[config.mk]
export PLATFORM = sky130hd
export DESIGN_NAME = julia_pass_sequencer
export DESIGN_NICKNAME = d
export VERILOG_FILES = /design/src/rtl/julia_pass_sequencer.sv
export SDC_FILE = /design/constraint.sdc
export NUM_CORES = 1
export LEC_CHECK = 0
export BUFFER_PORTS_ARGS = -buffer_cell sky130_fd_sc_hd__buf_2
export CAP_MARGIN = 20
export CORE_UTILIZATION = 37
export DETAILED_ROUTE_END_ITERATION = 8
export PLACE_DENSITY = 0.74
export SYNTH_ARGS = -nofsm -noshare
export SYNTH_HDL_FRONTEND = slang
export SYNTH_SLANG_ARGS = --single-unit
[constraint.sdc]
create_clock -name i_Clk -period 2.1 [get_ports i_Clk]
set_clock_uncertainty 0.05 [all_clocks]
set_input_delay 0.42 -clock i_Clk [delete_from_list [all_inputs] [get_ports i_Clk]]
set_output_delay 0.42 -clock i_Clk [all_outputs]
set_load 0.03 [all_outputs]
[src/rtl/julia_pass_sequencer.sv]
// Julia frame sequencer: seeds the math loop, recirculates results NUM_PASSES-1 times, then drains to the framebuffer.
// Ack/Wrreq are zero-latency from state and FIFO flags; Fb write lands 1 cycle after its pop. JULIA_PROGRESSIVE_EN adds Fb writes in RECIRC.
module julia_pass_sequencer #(
  parameter int H_RES      = 800,
  parameter int V_RES      = 480,
  parameter int NUM_PASSES = 64
) (
  input  logic         i_Clk,
  input  logic         i_Rst_n,
  input  logic         i_Start,
  input  logic [103:0] i_Px_Data,
  input  logic         i_Res_Fifo_Empty,
  output logic         o_Res_Fifo_Ack,
  output logic [103:0] o_Px_Data,
  output logic         o_Seed_Fifo_Wrreq,
  input  logic         i_Seed_Fifo_Full,
  output logic [18:0]  o_Fb_Addr,
  output logic [7:0]   o_Fb_Data,
  output logic         o_Fb_We,
  output logic         o_Busy,
  output logic [7:0]   o_Pass,
  output logic         o_Frame_Done
);

  typedef struct packed {
    logic [7:0]  px_val;
    logic [31:0] x;
    logic [31:0] y;
    logic [31:0] iter;
  } px_word_t;

  typedef enum logic [2:0] {IDLE, SEED, RECIRC, DRAIN, DONE} state_t;

  localparam logic [18:0] LAST_PIX  = 19'(H_RES * V_RES - 1);
  localparam logic [7:0]  PASS_END  = 8'(NUM_PASSES);
  localparam px_word_t    SEED_WORD = '{8'hFF, 32'h0, 32'h0, 32'h0};

  state_t      state, state_nxt;
  logic [18:0] pix, pix_nxt;
  logic [7:0]  pass, pass_nxt;
  logic        last_pix;
  logic        push, pop, fb_wr;

  assign last_pix = (pix == LAST_PIX);

  always_comb begin
    state_nxt = state;
    pix_nxt   = pix;
    pass_nxt  = pass;
    push      = 1'b0;
    pop       = 1'b0;
    fb_wr     = 1'b0;
    o_Px_Data = i_Px_Data;
    unique case (state)
      IDLE: begin
        if (i_Start) begin
          state_nxt = SEED;
          pix_nxt   = '0;
          pass_nxt  = '0;
        end
      end
      SEED: begin
        o_Px_Data = SEED_WORD;
        push      = ~i_Seed_Fifo_Full;
        if (push) begin
          if (last_pix) begin
            state_nxt = RECIRC;
            pix_nxt   = '0;
            pass_nxt  = 8'd1;
          end else begin
            pix_nxt = pix + 19'd1;
          end
        end
      end
      RECIRC: begin
        // Both sides must be ready; an empty-and-full cycle is a pure stall.
        pop  = ~i_Res_Fifo_Empty & ~i_Seed_Fifo_Full;
        push = pop;
`ifdef JULIA_PROGRESSIVE_EN
        fb_wr = pop;
`endif
        if (pop) begin
          if (last_pix) begin
            pix_nxt  = '0;
            pass_nxt = pass + 8'd1;
            if (pass + 8'd1 == PASS_END) state_nxt = DRAIN;
          end else begin
            pix_nxt = pix + 19'd1;
          end
        end
      end
      DRAIN: begin
        pop   = ~i_Res_Fifo_Empty;
        fb_wr = pop;
        if (pop) begin
          if (last_pix) begin
            state_nxt = DONE;
            pix_nxt   = '0;
          end else begin
            pix_nxt = pix + 19'd1;
          end
        end
      end
      DONE:    state_nxt = IDLE;
      default: state_nxt = IDLE;
    endcase
  end

  // FIFO strobes must stay quiet for the whole reset cycle, not just after it.
  assign o_Res_Fifo_Ack    = pop  & i_Rst_n;
  assign o_Seed_Fifo_Wrreq = push & i_Rst_n;

  always_ff @(posedge i_Clk) begin
    if (!i_Rst_n) begin
      state     <= IDLE;
      pix       <= '0;
      pass      <= '0;
      o_Fb_We   <= 1'b0;
      o_Fb_Addr <= '0;
      o_Fb_Data <= '0;
    end else begin
      state   <= state_nxt;
      pix     <= pix_nxt;
      pass    <= pass_nxt;
      o_Fb_We <= fb_wr;
      if (fb_wr) begin
        o_Fb_Addr <= pix;
        o_Fb_Data <= i_Px_Data[103:96];
      end
    end
  end

  assign o_Busy       = (state != IDLE);
  assign o_Frame_Done = (state == DONE);
  assign o_Pass       = pass;

endmodule
# Yosys cells after proc, flatten, opt, wreduce, memory -nomap -nowiden
# Cells that the tools add are included.
# word_totals
output_inout_bits,144
reg_bits,58
word_cells,59
input_bits,109
# op_classes
mux,25
addsub,2
n_bitwise,5
reduce_logical,7
eq_ne,14
# ops
op,n
$mux W104,1
$mux W19,5
$pmux W19 S4,1
$mux W8,5
$mux W3,8
$pmux W8 S3,1
$add A19 B1 Y19 const B,1
$eq A19 B19 Y1 const B,1
$ne A2 B2 Y1 const B,8
$pmux W3 S4,1
$add A8 B1 Y8 const B,1
$eq A8 B7 Y1 const B,1
$reduce_and A8 Y1,1
$eq A3 B2 Y1 const B,2
$reduce_and A6 Y1,1
$reduce_bool A3 Y1,2
$reduce_and A5 Y1,1
$pmux W1 S2,2
$reduce_bool A4 Y1,1
$and A1 B1 Y1,3
$eq A3 B1 Y1 const B,1
$eq A3 B3 Y1 const B,1
$logic_not A3 Y1,1
$not A1 Y1,2
$mux W1,1

# Depth between registers and ports, before layout
# logic_depth
ltp_word,6
mapped_depth,7
mapped_depth_nobuf,6

# Worst setup path after synthesis
# Ideal clock, no wire load.
# synth_timing
path_kind,register to output
startpoint,register state[2]
endpoint,output o_Res_Fifo_Ack
arrival_time_ns,2.373
slack_ns,-0.743
required_ns,1.630
path_stages_with_launch,5
cell_sequence,dfxtp_1 > clkbuf_1 > buf_1 > clkbuf_1 > a2111oi_0
# synth_via
elab_chain_len,3
# synth_rtl
element,line_no,source
"start, declared",38,"state_t state, state_nxt;"
"start signal, assigned",122,state <= state_nxt;
$eq A3 B2 Y1,54,unique case (state)
$pmux W1 S2 *,54,
$and A1 B1 Y1 *,110,assign o_Res_Fifo_Ack = pop & i_Rst_n;
"end, declared",13,"output logic o_Res_Fifo_Ack,"
# Every way passes the cells marked *; elsewhere a longest branch is shown, timed or not.

# Worst setup path after layout
# layout_timing
startpoint,register state[2]
endpoint,output o_Px_Data[79]
# layout_via
elab_chain_len,2
# layout_rtl
element,line_no,source
$eq A3 B1 Y1,54,
$mux W104,54,
"end, declared",14,"output logic [103:0] o_Px_Data,"
# No other way between the ends.

==> results.yml <==
outcome:
  outcome: "finished, final reports clean"
logic_synthesis:
  synth_top_flop_cell: "dfxtp_1"
  synth_cell_types: 53
  synth_top_area_cell: "dfxtp_1"
  synth-edff-count: 0
  syn_inst: 456
  ys_ff_latch: 58
  ys_seq_area_share_pct: 33.2
  synthArstFlopShare_pct: 0
  synth.avg_cell_area_um2: 7.67
  synth_area_um2: 3500
  yosysWarnings: 0
  synth.net_count: 567
  synth_top_area_share_pct: 33.2
  ys_top_cells_by_area: "dfxtp_1 (33%), nor2b_1 (18%), nand2_1 (7.6%)"
clocking:
  clock-sinks: 58
  clk_pin_slew_ps: 70
  htreeDepth: 3
  hold_buffers: 0
  clockBufferDepth: 2
  clk_latency_ps: 330
  clockRootBuffer: "clkbuf_8"
  numCtsBuffers: 9
  tritoncts: "done"
setup_path:
  reg2reg_depth: 5
  crit_fanout: 20
  crit_arrival_ps: 1600
  worstSetupEndpointType: "primary output"
  cp-start-kind: "flip-flop"
  criticalPathCategory: "flip-flop to primary output"
  worstPathRequired_ps: 1630
timing:
  maxSlewViolCount: 0
  finalCriticalPeriod_ps: 2070
  finalHoldViolations: 0
  worstMarginPinSlew_ps: 606
  setup_viol: 0
  fin_crit_sh_pct: 98.7
  slew-limit-headroom_pct: 59.0
  rsz0062_at_grt: "yes"
  clock.fmax_mhz: 482
  fin_ws_ps: 26.6
power_and_ir_drop:
  powerDensity_nw_per_um2: 641
  power_switching_w: 0.00134
  power.total_w: 0.00355
  p_int_w: 0.00221
  p_leak_nw: 2.58
  irDropWorstVdd_mv: 0.312
  p_clk_share_pct: 30.5
  p_comb_share_pct: 37.9
  sw_frac_of_total_pct: 37.7
  seq_power_share_pct: 31.5
floorplan:
  die_area_um2: 9840
  fp.dieW_um: 99.2
  die_h_um: 99.2
  core_area_um2: 9200
  start_util_pct: 38.0
  rows: 35
  io_pins: 253
cells_and_area:
  final_common_cell: "buf_2"
  nets: 840
  final_core_util_pct: 60.2
  final_cell_mix: "buf_2 (234), nor2b_1 (87), nand2_1 (71)"
  antennaDiodeCount: 0
  finalNonFillerCells: 844
  drive_above_1_share_pct: 49.9
  area_growth_pct: 58.3
  final.fill_count: 850
placement:
  dpl.cell_count: 822
  gp_congestion: 0.990
  dp_slack_ps: -56.4
  dpl.hpwl_um: 11400
  io_buffers: 252
route:
  routed_wl_um: 14400
  drt_iter0_drc: 259
  num_vias: 4418
  routedWlPerCell_um: 17.1
  ant_nets: 0
  via_per_inst: 5.23
  dr.pass1.iters: 4
  route.detailed.drc: 0
run:
  drv_cap: 0
grt:
  antenna_found_initial: 0
  first_global_vias: 4109
  grt_pass1_wl_um: 21500
  grt_usage_pct: 28.2
  grt_overflow: 0
  grt_max_degree: 46
min_path:
  hold_class: "primary input to flip-flop"
  whs_path_depth: 3
-- routing by layer --
metal | vias up | GRT usage [%] | routed length (µm)
met2 | 217 | 47.0 | 7150
li1 | 2082 | - | -
met4 | 0 | 15.7 | 726
met5 | - | 0 | 0
met1 | 2075 | 34.2 | 5800
met3 | 44 | 5.13 | 769
-- per-stage QoR --
step | hold slack [ps] | cell area [µm²] | TNS [ps]
after floorplan | 403 | 3530 | -1140
after global placement | 388 | 5080 | 0
after detailed placement | 395 | 5080 | -68.9
after CTS | 278 | 5470 | -76.1
after global routing | 284 | 5530 | -60.8
final | 283 | 5530 | 0
-- state kept, by name, indices dropped and copies added (netlist names) --
signal     cells
o_Fb_Addr     19
o_Fb_Data      8
o_Fb_We        1
o_Pass         8
pix           19
state          3
-- critical path, cell delays in order, from the launching register on --
cell      delay, ps
dfxtp_2         350
nand2b_4        140
nor2_4           60
buf_6           130
buf_16          150
nor2b_1         230
buf_4           210
-- layout make-up --
| type | instances | area [µm²] | share of cell area [%] |
|---|---|---|---|
| tap | 111 | 139 | 2.51 |
| clock buffer | 13 | 169 | 3.05 |
| inverter | 5 | 18.8 | 0.339 |
| multi-input combinational | 360 | 2280 | 41.2 |
| timing repair buffer | 295 | 1730 | 31.2 |
| clock inverter | 2 | 35.0 | 0.633 |
| sequential | 58 | 1160 | 21.1 |
-- cell families (layout without fill, tap and decap cells) --
logic type / Yosys count / count (layout) / synth area share, %
AO/OA/AOI/OAI: 60 / 60 / 11.5
buffers and inverters: 38 / 315 / 4.54
adder cells (fa/ha/maj): 2 / 2 / 0.716
flip-flops: 58 / 58 / 33.2
multiplexers: 3 / 3 / 0.859
XOR/XNOR: 18 / 18 / 4.51
AND/OR/NAND/NOR: 277 / 277 / 44.6
-- synth_stat cells, types with 4 or more instances --
| library cell | count |
|---|---|
| a21oi_1 | 33 |
| a41oi_1 | 5 |
| and3_1 | 6 |
| clkbuf_1 | 29 |
| dfxtp_1 | 58 |
| inv_1 | 4 |
| nand2_1 | 71 |
| nand2b_1 | 5 |
| nand3_1 | 12 |
| nor2_1 | 13 |
| nor2_2 | 11 |
| nor2b_1 | 101 |
| nor3_1 | 10 |
| nor4_1 | 12 |
| o21ai_0 | 4 |
| or2_2 | 10 |
| xnor2_1 | 17 |
-- worst paths after layout --
check                            start                        end  slack, ps
max              state[2]$_SDFFE_PN0P_              o_Px_Data[79]         30
min                     i_Px_Data[102]  o_Fb_Data[6]$_SDFFE_PN0P_        280
max reg2reg       pix[17]$_SDFFE_PN0P_     o_Pass[6]$_SDFFE_PN0P_         60
min reg2reg  o_Fb_Addr[7]$_SDFFE_PN0P_  o_Fb_Addr[7]$_SDFFE_PN0P_        400
-- power groups by stage --
stage | clock (W) | combinational, W | sequential, W
2_1_floorplan | 0 | 0.000775 | 0.00114
3_3_place_gp | 0 | 0.00123 | 0.00114
3_5_place_dp | 0 | 0.00124 | 0.00114
4_1_cts | 0.00108 | 0.00133 | 0.00112
5_1_grt | 0.00114 | 0.00141 | 0.00112
6_report | 0.00108 | 0.00135 | 0.00112
-- repair_timing --
action | in CTS | in global routing
pin swaps | 3 | 8
cloned | 2 | 0
buffers inserted | 1 | 4
setup endpoints to repair | 37 | 93
gates resized for setup | 38 | 12
Power figures use the tool's default switching activity.
